[config.mk]
export PLATFORM = sky130hd
export DESIGN_NAME = disp_demux
export DESIGN_NICKNAME = d
export VERILOG_FILES = /design/src/rtl/disp_demux.sv
export SDC_FILE = /design/constraint.sdc
export NUM_CORES = 1
export LEC_CHECK = 0
export BUFFER_PORTS_ARGS = -buffer_cell sky130_fd_sc_hd__buf_2
export CORE_UTILIZATION = 55
export DETAILED_ROUTE_END_ITERATION = 16
export GPL_ROUTABILITY_DRIVEN = 0
export PLACE_DENSITY = 0.81
export SYNTH_ARGS = -nofsm -noshare
export SYNTH_HDL_FRONTEND = slang
export SYNTH_SLANG_ARGS = --single-unit
[constraint.sdc]
create_clock -name clk -period 4.4 [get_ports clk]
set_input_delay 1.32 -clock clk [delete_from_list [all_inputs] [get_ports clk]]
set_output_delay 1.32 -clock clk [all_outputs]
set_load 0.01 [all_outputs]
[src/rtl/disp_demux.sv]
// Loopback monitor for the multiplexed seven-segment bus: rebuilds the four
// digit values from settled {an, sseg} samples and flags illegal enables.
module disp_demux #(
  parameter int unsigned SETTLE = 4
) (
  input  logic       clk,
  input  logic       reset,
  input  logic [3:0] an_in,
  input  logic [7:0] sseg_in,
  output logic [7:0] out0,
  output logic [7:0] out1,
  output logic [7:0] out2,
  output logic [7:0] out3,
  output logic [3:0] valid,
  output logic       frame_tick,
  output logic       err,
  output logic [7:0] err_cnt
);

  localparam int unsigned AN_W   = 4;
  localparam int unsigned SEG_W  = 8;
  localparam int unsigned CNT_W  = 8;
  localparam int unsigned NDIG   = 4;
  localparam logic [CNT_W-1:0] CNT_LAST = CNT_W'(SETTLE - 1);
  localparam logic [7:0]       ERR_MAX  = 8'hFF;

  localparam logic [0:0] ST_WAIT = 1'b0;
  localparam logic [0:0] ST_HELD = 1'b1;

  logic [AN_W-1:0]  an_s1_q, an_s2_q, an_prev_q;
  logic [SEG_W-1:0] sseg_s1_q, sseg_s2_q, sseg_prev_q;

  logic [0:0]       state_q, state_d;
  logic [CNT_W-1:0] cnt_q, cnt_d;
  logic [NDIG-1:0]  seen_q, seen_d;
  logic [NDIG-1:0]  valid_q, valid_d;
  logic [SEG_W-1:0] out_q [NDIG];
  logic [SEG_W-1:0] out_d [NDIG];
  logic             frame_tick_q, frame_tick_d;
  logic             err_q, err_d;
  logic [7:0]       err_cnt_q, err_cnt_d;

  logic             chg_c;
  logic             hit_c;
  logic             blank_c;
  logic [1:0]       idx_c;
  logic [NDIG-1:0]  seen_set_c;

  // Two-flop synchronizer plus previous-sample register; all idle at blank.
  always_ff @(posedge clk or posedge reset) begin
    if (reset) begin
      an_s1_q     <= 4'b1111;
      an_s2_q     <= 4'b1111;
      an_prev_q   <= 4'b1111;
      sseg_s1_q   <= 8'hFF;
      sseg_s2_q   <= 8'hFF;
      sseg_prev_q <= 8'hFF;
    end else begin
      an_s1_q     <= an_in;
      an_s2_q     <= an_s1_q;
      an_prev_q   <= an_s2_q;
      sseg_s1_q   <= sseg_in;
      sseg_s2_q   <= sseg_s1_q;
      sseg_prev_q <= sseg_s2_q;
    end
  end

  assign chg_c = ({an_s2_q, sseg_s2_q} != {an_prev_q, sseg_prev_q});

  // Enable decode: one-hot-low selects a digit, all-high is blank.
  always_comb begin
    hit_c   = 1'b0;
    blank_c = 1'b0;
    idx_c   = 2'd0;
    case (an_s2_q)
      4'b1110: begin hit_c = 1'b1; idx_c = 2'd0; end
      4'b1101: begin hit_c = 1'b1; idx_c = 2'd1; end
      4'b1011: begin hit_c = 1'b1; idx_c = 2'd2; end
      4'b0111: begin hit_c = 1'b1; idx_c = 2'd3; end
      4'b1111: blank_c = 1'b1;
      default: ;
    endcase
  end

  // Settle FSM and the single action taken when a sample has been stable.
  always_comb begin
    state_d      = state_q;
    cnt_d        = cnt_q;
    seen_d       = seen_q;
    valid_d      = valid_q;
    out_d        = out_q;
    frame_tick_d = 1'b0;
    err_d        = 1'b0;
    err_cnt_d    = err_cnt_q;
    seen_set_c   = seen_q;

    case (state_q)
      ST_WAIT: begin
        if (chg_c) begin
          cnt_d = '0;
        end else if (cnt_q == CNT_LAST) begin
          state_d = ST_HELD;
          if (hit_c) begin
            out_d[idx_c]   = sseg_s2_q;
            valid_d[idx_c] = 1'b1;
            seen_set_c     = seen_q | (4'b0001 << idx_c);
            if (seen_set_c == 4'b1111) begin
              frame_tick_d = 1'b1;
              seen_d       = '0;
            end else begin
              seen_d = seen_set_c;
            end
          end else if (!blank_c) begin
            err_d = 1'b1;
            if (err_cnt_q != ERR_MAX) err_cnt_d = err_cnt_q + 8'(1);
          end
        end else begin
          cnt_d = cnt_q + CNT_W'(1);
        end
      end
      ST_HELD: begin
        if (chg_c) begin
          cnt_d   = '0;
          state_d = ST_WAIT;
        end
      end
      default: state_d = ST_WAIT;
    endcase
  end

  always_ff @(posedge clk or posedge reset) begin
    if (reset) begin
      state_q      <= ST_WAIT;
      cnt_q        <= '0;
      seen_q       <= '0;
      valid_q      <= '0;
      frame_tick_q <= 1'b0;
      err_q        <= 1'b0;
      err_cnt_q    <= '0;
      for (int i = 0; i < NDIG; i++) out_q[i] <= '0;
    end else begin
      state_q      <= state_d;
      cnt_q        <= cnt_d;
      seen_q       <= seen_d;
      valid_q      <= valid_d;
      frame_tick_q <= frame_tick_d;
      err_q        <= err_d;
      err_cnt_q    <= err_cnt_d;
      out_q        <= out_d;
    end
  end

  assign out0       = out_q[0];
  assign out1       = out_q[1];
  assign out2       = out_q[2];
  assign out3       = out_q[3];
  assign valid      = valid_q;
  assign frame_tick = frame_tick_q;
  assign err        = err_q;
  assign err_cnt    = err_cnt_q;

endmodule

Word level (Yosys, flattened, before mapping)
Cells that the tools add are included.
{ "classes": {"n_addsub": 2, "mul": 0, "n_div": 0, "magnitude_cmp": 4, "eq_ne": 11, "shifts": 1, "n_mux": 27, "bitwise_logic": 7, "reduce_logical": 6} }
{ "ops": {"columns": ["cell", "count"], "rows": [
  ["$bwmux 32", 1],
  ["$mux 8", 4],
  ["$eq 4x4->1 const B", 5],
  ["$add 8x1->8 const B", 2],
  ["$demux 8 s2", 1],
  ["$mux 1", 16],
  ["$pmux 8 s2", 1],
  ["$ne 12x12->1", 1],
  ["$eq 8x2->1 const B", 1],
  ["$ne 8x8->1 const B", 1],
  ["$or 4x4->4", 2],
  ["$pmux 2 s3", 1],
  ["$reduce_and 6->1", 1],
  ["$eq 4x3->1 const B", 1],
  ["$mux 4", 1],
  ["$not 1->1", 4],
  ["$reduce_and 4->1", 1],
  ["$reduce_or 4->1", 1],
  ["$shl 1x2->4 const A", 1],
  ["$ge 3x3->1 const B", 1],
  ["$lt 2x3->1 const B", 1],
  ["$lt 3x1->1 const B", 1],
  ["$ne 3x3->1 const B", 1],
  ["$not 2->3", 1],
  ["6 further kinds", 7]
]} }
{ "word_totals": {"register_bits": 95, "latchBits": 0, "ram_bits": 0, "romBits": 0, "inputBits": 14, "output_inout_bits": 46, "wordCells": 75, "n_memories": 0} }

Longest topological paths before layout
Gate-level depths: netlist of the first run.
{ "depth": {"word_depth": 10, "mapped_depth": 7, "ltp_nobuf": 6} }

Worst setup path after synthesis of the first run
OpenSTA, ideal clock, no wires.
{ "synth_path": {"path_kind": "register to register", "from": "reg cnt_q[0]", "to": "reg out_q (netlist bit out1[0])", "setup_ns": 0.125, "arrival_ns": 2.173, "required_time_ns": 4.275, "slack_ns": 2.103, "path_stages_with_launch": 7, "path_buffers": 0, "synth_period_minus_slack_ns": 2.297, "path_cell_list": "dfrtp_1 ha_1 nor4b_1 and2_1 nand4_4 nor4_4 mux2_2"} }
{ "synth_between": {"elab_chain_len": 2} }
{ "synth_lines": {"columns": ["item", "line", "source"], "rows": [
  ["from (decl)", "34", "logic [CNT_W-1:0] cnt_q, cnt_d;"],
  ["from (signal assigned)", "143", "cnt_q <= cnt_d;"],
  ["$eq 8x2->1", "101", "end else if (cnt_q == CNT_LAST) begin"],
  ["$reduce_and 4->1 (no source line)", null, null],
  ["to (signal assigned)", "149", "out_q <= out_d;"],
  ["to (decl)", "37", "logic [SEG_W-1:0] out_q [NDIG];"]
]} }
Every way passes these cells.
A chain may end at the register's enable or synchronous reset.

Final worst setup path of the first run
{ "layout_path": {"from": "reg cnt_q[0]", "to": "reg out_q (netlist bit out1[1])"} }
The elaborated chain is that of the path after synthesis.

==> impl_metrics.py, run 1 <==
metrics = {
    "status": {
        "run_status": "finished clean",
    },
    "cells_and_area": {
        "multiInputGateArea_um2": 1150,
        "final_nets": 330,
        "seq_area_um2": 2420,
        "post_route_cells_drive_above_1_share_pct": 50.2,
        "final_core_util_pct": 65.8,
        "insertedDiodeCount": 0,
        "area_delta_synth_final_pct": 15.7,
        "fill_cells": 450,
    },
    "floorplan": {
        "die_area_um2": 6890,
        "design.portCount": 60,
        "dieHeight_um": 83.0,
        "initial_core_util_pct": 56.9,
        "fp-row-count": 29,
        "die_x_um": 83.0,
        "fp.coreArea_um2": 6350,
    },
    "critical_path": {
        "worst_endpoint_required_time_ns": 4.65,
        "worstReg2RegEnd": "out1[1]",
        "ff2ff_setup_slack_ns": 1.59,
        "reg2regPathDepth": 6,
        "setup.worst_path.end": "out1[1]",
        "crit_type": "reg -> reg",
        "crit_start": "cnt_q[0]",
        "r2r-start": "cnt_q[0]",
        "worstPathMaxFanout": 10,
        "critPathArrivalTime_ns": 3.07,
        "critPathLaunchType": "flop",
        "cp-end-kind": "flop",
    },
    "timing": {
        "worst_clock_skew_ns": 0.0111,
        "final_period_minus_worst_setup_slack_ns": 2.81,
        "maxClockFrequency_mhz": 355,
        "max_slew.worst_pin.slew_ns": 0.786,
        "finalSetupViolCount": 0,
        "period_share_pct": 64.0,
        "grt_setup_unrepaired": "false",
        "tns_ns": 0,
        "slew-limit-headroom_pct": 47.2,
        "final-max-slew-violation-count": 0,
        "final_hold_viol_count": 0,
    },
    "cts": {
        "total_of_hold_buffers_inserted_after_clock_tree_synthesis": 0,
        "clock_sink_count": 95,
        "cts.htree.levels": 3,
        "worst_setup_hold_path_clk_slew_ns": 0.10,
        "tritoncts_clock_tree": "yes",
        "clock_latency_ns": 0.36,
        "cts_setup_buffers": 0,
        "postCtsResizedCells": 0,
        "cts.root.buffer_cell": "sky130_fd_sc_hd__clkbuf_8",
        "max-clock-path-buffers": 2,
        "cts_inserted_buffers": 9,
    },
    "logic_synthesis": {
        "asyncSetResetFlopFracSynth_pct": 100,
        "netlist_top_cells_count": "sky130_fd_sc_hd__dfrtp_1 (59), sky130_fd_sc_hd__dfstp_2 (36), sky130_fd_sc_hd__mux2_2 (33), sky130_fd_sc_hd__xor2_1 (23), sky130_fd_sc_hd__nor2_1 (13)",
        "synth_top_flop_cell": "sky130_fd_sc_hd__dfrtp_1",
        "number_of_flops_mapped_to_enable_cells_by_yosys": 0,
        "yosysWarningCount": 0,
        "synth.lib_cells_used.distinct": 39,
        "synth.avg_cell_area_um2": 14.6,
        "syn_area_um2": 3610,
        "yosys.area.top_type_share_pct": 40.9,
        "yosys_register_bits": 95,
        "synth_fp_nets": 263,
        "syn_inst": 247,
        "yosysSeqAreaShare_pct": 67.1,
        "yosys-top-cells-area": "sky130_fd_sc_hd__dfrtp_1 (41%), sky130_fd_sc_hd__dfstp_2 (26%), sky130_fd_sc_hd__mux2_2 (10%), sky130_fd_sc_hd__xor2_1 (5.6%), sky130_fd_sc_hd__nor4_1 (1.7%)",
        "synth_most_common_cell": "sky130_fd_sc_hd__dfrtp_1",
        "synth_area_leader_cell": "sky130_fd_sc_hd__dfrtp_1",
    },
    "pwr": {
        "power_per_cell_area_nw_per_um2": 357,
        "p_leak_nw": 2.08,
        "vdd_drop_max_mv": 0.276,
    },
    "drt": {
        "firstDrtPassIters": 4,
        "detailroute.via_count": 2149,
        "drcViolationCount": 0,
        "via_per_inst": 5.43,
        "routed_wire_length_per_instance_um": 15.7,
        "dr.first_iter.drc_count": 130,
        "ant_nets": 0,
        "wl_um": 6210,
    },
    "grt": {
        "grt_pass1_wl_um": 10700,
        "number_of_global_route_vias_before_repair": 2225,
        "grt.overflow.total": 0,
        "grt_max_degree": 49,
        "grt_antenna_before_repair": 0,
        "groute.usage.overall_pct": 20.0,
    },
    "placement": {
        "port_buffers": 59,
        "place.detailed.hpwl_um": 4260,
    },
    "worst_hold_path": {
        "hold_path_class": "reg -> reg",
    },
    "job": {
        "maxCapViolCount": 0,
    },
}
[how the worst min path moves through the flow]
| stage | startpoint | endpoint | slack, ns | cells after the start |
|---|---|---|---|---|
| 3_3_place_gp | sseg_s1_q[5] | sseg_s2_q[5] | 0.35 | 0 |
| 3_5_place_dp | sseg_s1_q[1] | sseg_s2_q[1] | 0.35 | 0 |
| 6_report | sseg_s1_q[7] | sseg_s2_q[7] | 0.36 | 0 |
| 2_1_floorplan | an_s1_q[0] | an_s2_q[0] | 0.35 | 0 |
| 4_1_cts | sseg_s1_q[7] | sseg_s2_q[7] | 0.36 | 0 |
| 5_1_grt | sseg_s1_q[7] | sseg_s2_q[7] | 0.36 | 0 |
[layer usage]
metal  global-route usage, %  part of all wire (%)  vias to the layer above  wire length (µm)
li1                        -                     -                      998                 -
met4                    7.52                   1.8                        0               111
met2                    31.1                    48                       47              2970
met5                       0                     0                        -                 0
met3                    5.47                   4.2                       12               260
met1                    27.4                    46                     1092              2870
[worst max-delay path: stages, from the launching register on]
cell and delay [ns]:
sky130_fd_sc_hd__dfrtp_1 0.45, sky130_fd_sc_hd__ha_1 0.24, sky130_fd_sc_hd__nor4b_1 0.44, sky130_fd_sc_hd__and2_1 0.27, sky130_fd_sc_hd__nand4_4 0.22, sky130_fd_sc_hd__nor4_4 0.66, sky130_fd_sc_hd__mux2_2 0.43
[flip-flops by register name, summed over array words and instances (netlist names)]
register / flops
err: 1
an_s1_q: 4
an_s2_q: 4
seen_q: 4
sseg_s2_q: 8
out0: 8
an_prev_q: 4
out2: 8
frame_tick: 1
out1: 8
state_q: 1
valid: 4
cnt_q: 8
err_cnt: 8
sseg_s1_q: 8
sseg_prev_q: 8
out3: 8
[stage by stage]
stage                     hold slack [ns]  total power, W  cell area, µm²  cells  setup slack, ns
after CTS                           0.361         0.00151            4180    396             1.55
after global routing                0.362         0.00155            4180    396             1.34
final                               0.360         0.00149            4180    396             1.59
after global placement              0.345        0.000984            4000    380             1.68
after floorplan                     0.345        0.000966            3610    247            0.663
after detailed placement            0.347        0.000986            4000    380             1.55
[cell usage in the layout, fill, tap and decap left out, types with 3 or more instances in the layout]
master                      n
sky130_fd_sc_hd__dfrtp_1   59
sky130_fd_sc_hd__buf_2     59
sky130_fd_sc_hd__dfstp_2   36
sky130_fd_sc_hd__mux2_2    33
sky130_fd_sc_hd__xor2_1    23
sky130_fd_sc_hd__nor2_1    13
sky130_fd_sc_hd__nor4_1    10
sky130_fd_sc_hd__clkbuf_8   9
sky130_fd_sc_hd__nand2_1    8
sky130_fd_sc_hd__nor3_1     6
sky130_fd_sc_hd__nand4_1    5
sky130_fd_sc_hd__nand3_1    4
sky130_fd_sc_hd__a21oi_1    4
sky130_fd_sc_hd__xnor2_1    4
sky130_fd_sc_hd__or2_2      4
sky130_fd_sc_hd__o21ba_2    4
sky130_fd_sc_hd__inv_1      3
[area by class of cell]
class	instances	area share (%)
flip-flops and latches	95	58.0
multi-input cells	143	27.6
repair buffers	61	7.43
clock buffers	10	3.05
well taps	77	2.31
clock inverters	6	1.26
inverters	4	0.389
[cell families (layout without fill, tap and decap cells)]
family / count (synthesis) / after routing / share of synthesized area, %
simple gates: 64 / 64 / 10.9
compound gates: 16 / 16 / 3.26
flops: 95 / 95 / 67.1
mux: 34 / 34 / 10.6
xor+xnor: 27 / 27 / 6.55
fa+ha+maj: 2 / 2 / 0.693
buf+inv: 9 / 81 / 0.970
[power by group]
part / leakage, nW / total [W] / switching [W] / internal [W]
registers: 1.20 / 0.000922 / 0.0000181 / 0.000903
clock network: 0.0854 / 0.000524 / 0.000309 / 0.000214
logic: 0.796 / 0.0000474 / 0.0000321 / 0.0000153
Power figures use the tool's default switching activity.
==> run 2, diff against run 1 <==
- CORE_UTILIZATION: 55 -> 50
- PLACE_DENSITY: 0.81 -> 0.78
- clock period: 4.4 -> 2.26 ns (I/O delays scaled with it)
==> run 2 against run 1 <==
Against the previous run:
- sequential share of layout area decreased by 3.2 points
- critical path depth unchanged
- sequential power increased by 93%
- utilization decreased by 1.4 points
- clock skew decreased by 0.0017 ns
- critical endpoint is now out0[1]
- flip-flop and latch count unchanged
- non-clock buffer count increased by 20
- wire length increased by 4.5%
- global-route usage decreased by 0.92 points
- fmax increased by 31%
- cell count increased by 9.8%
- register-to-register slack got worse by 1.5 ns
==> impl_metrics.py, run 2 (synthesis results as in run 1) <==
metrics = {
    "status": {
        "run_status": "finished clean",
    },
    "timing": {
        "layout_setup_ws_ns": 0.114,
        "final-max-slew-violation-count": 0,
        "finalSetupViolCount": 0,
        "maxClockFrequency_mhz": 466,
        "tns_ns": 0,
        "slew-limit-headroom_pct": 67.2,
        "final_period_minus_worst_setup_slack_ns": 2.15,
        "max_slew.worst_pin.slew_ns": 0.492,
        "worst_clock_skew_ns": 0.00947,
        "grt_setup_unrepaired": "false",
        "period_share_pct": 95.0,
        "final_hold_viol_count": 0,
    },
    "drt": {
        "firstDrtPassIters": 4,
        "wl_um": 6490,
        "detailroute.via_count": 2214,
        "drcViolationCount": 0,
        "routed_wire_length_per_instance_um": 14.9,
        "dr.first_iter.drc_count": 192,
        "via_per_inst": 5.09,
        "ant_nets": 0,
    },
    "critical_path": {
        "ff2ff_setup_slack_ns": 0.11,
        "worstPathMaxFanout": 6,
        "r2r-start": "sseg_s2_q[2]",
        "critPathLaunchType": "flop",
        "crit_slowest_cell": "sky130_fd_sc_hd__dfstp_2",
        "slowest_delay_ns": 0.60,
        "cp-end-kind": "flop",
        "crit_path_cell_trace": "xor2_1 -> nor4_2 -> nand4_4 -> nor2_2 -> buf_4 -> mux2_2",
        "worst_endpoint_required_time_ns": 2.49,
        "crit_type": "reg -> reg",
        "critPathArrivalTime_ns": 2.38,
        "reg2regPathDepth": 6,
        "worstReg2RegEnd": "out0[1]",
        "crit_start": "sseg_s2_q[2]",
        "setup.worst_path.end": "out0[1]",
    },
    "cells_and_area": {
        "most_used_cells_in_the_layout_excluding_fill_and_tap_cells": "sky130_fd_sc_hd__dfrtp_1 (59), sky130_fd_sc_hd__buf_2 (59), sky130_fd_sc_hd__dfstp_2 (36), sky130_fd_sc_hd__mux2_2 (33), sky130_fd_sc_hd__xor2_1 (23)",
        "final_nets": 350,
        "area_delta_synth_final_pct": 22.5,
        "post_route_cells_drive_above_1_share_pct": 53.7,
        "insertedDiodeCount": 0,
    },
    "floorplan": {
        "fp.coreArea_um2": 6870,
        "dieHeight_um": 87.0,
        "die_x_um": 87.0,
        "design.portCount": 60,
        "fp-row-count": 30,
        "initial_core_util_pct": 52.6,
        "die_area_um2": 7570,
    },
    "cts": {
        "tritoncts_clock_tree": "yes",
        "cts.root.buffer_cell": "sky130_fd_sc_hd__clkbuf_8",
        "max-clock-path-buffers": 2,
        "clock_latency_ns": 0.34,
        "clock_sink_count": 95,
        "total_of_hold_buffers_inserted_after_clock_tree_synthesis": 0,
        "cts_setup_buffers": 0,
        "cts.htree.levels": 3,
        "cts_inserted_buffers": 9,
        "worst_setup_hold_path_clk_slew_ns": 0.09,
    },
    "worst_hold_path": {
        "worstHoldStart": "sseg_s1_q[7]",
        "hold_path_class": "reg -> reg",
    },
    "grt": {
        "grt.met2_usage_pct": 30.7,
        "grt_max_degree": 96,
        "groute.layer.met1.usage_pct": 25.6,
        "grt_pass1_wl_um": 10900,
        "grt.overflow.total": 0,
        "grt_antenna_before_repair": 0,
        "groute.usage.overall_pct": 19.1,
        "number_of_global_route_vias_before_repair": 2285,
        "grt.met3_usage_pct": 5.21,
        "globalRoute.busiestLayer": "met2",
    },
    "placement": {
        "dp_slack_ns": 0.0595,
        "port_buffers": 59,
        "place.detailed.hpwl_um": 4580,
    },
    "pwr": {
        "comb_power_share_pct": 4.1,
        "sequentialPowerShare_pct": 59.6,
        "cellInternalPower_w": 0.00232,
        "switching_power_w": 0.000666,
        "switching_share_pct": 22.3,
        "vdd_drop_max_mv": 0.371,
        "clock_power_share_pct": 36.3,
        "power_per_cell_area_nw_per_um2": 675,
        "p_leak_nw": 2.20,
    },
    "job": {
        "maxCapViolCount": 0,
    },
}
==> run 2: changes by cell type in the layout (fill, tap and decap cells not counted), sizes merged <==
cell and delta:
inv -2, clkbuf +2, bufinv +1, buf +20, clkinv -1
==> run 2: area by class of cell <==
type	instances	area [µm²]
flip-flops and latches	95	2420
multi-input cells	143	1190
fillers	525	2450
inverters	4	18.8
clock buffers	12	135
repair buffers	81	485
clock inverters	4	55.1
well taps	96	120
==> run 2: routing by layer <==
| layer | vias up | wire (µm) |
|---|---|---|
| met2 | 54 | 3140 |
| met3 | 5 | 295 |
| met1 | 1113 | 3000 |
| met4 | 0 | 53 |
| li1 | 1042 | - |
| met5 | - | 0 |
==> run 2: worst max-delay path, delay by kind of cell (launching register included) <==
family,cells,cell delay [ns]
flops,1,0.60
xor+xnor,1,0.11
buf+inv,1,0.19
simple gates,3,0.81
mux,1,0.33
==> run 2: what timing repair did <==
| action | 4_1_cts | 5_1_grt |
|---|---|---|
| hold endpoints to repair | 0 | 0 |
| gates resized for setup | 0 | 2 |
| setup endpoints to repair | 0 | 22 |
==> run 2: metrics by stage <==
step           std cells  hold WS [ns]  utilization [%]  instance area (µm²)  total power, W
2_1_floorplan        247         0.345                -                 3630         0.00188
4_1_cts              435         0.358             64.2                 4410         0.00300
3_5_place_dp         419         0.347             61.4                 4220         0.00193
3_3_place_gp         419         0.346             61.4                 4220         0.00193
6_report             435         0.357             64.4                 4420         0.00298
5_1_grt              435         0.356             64.4                 4420         0.00310
==> run 2: worst min path at each step <==
stage / cells past startpoint / slack (ns) / to
5_1_grt: 0 / 0.36 / sseg_s2_q[7]
2_1_floorplan: 0 / 0.35 / an_s2_q[0]
6_report: 0 / 0.36 / sseg_s2_q[7]
4_1_cts: 0 / 0.36 / sseg_s2_q[7]
3_3_place_gp: 0 / 0.35 / sseg_s2_q[4]
3_5_place_dp: 0 / 0.35 / sseg_s2_q[1]
==> run 2: power by group through the flow <==
stage	Combinational (W)	Clock (W)	Sequential, W
6_report	0.000124	0.00108	0.00178
5_1_grt	0.000140	0.00117	0.00178
4_1_cts	0.000126	0.00110	0.00178
3_5_place_dp	0.000125	0	0.00181
3_3_place_gp	0.000123	0	0.00181
2_1_floorplan	0.0000776	0	0.00181
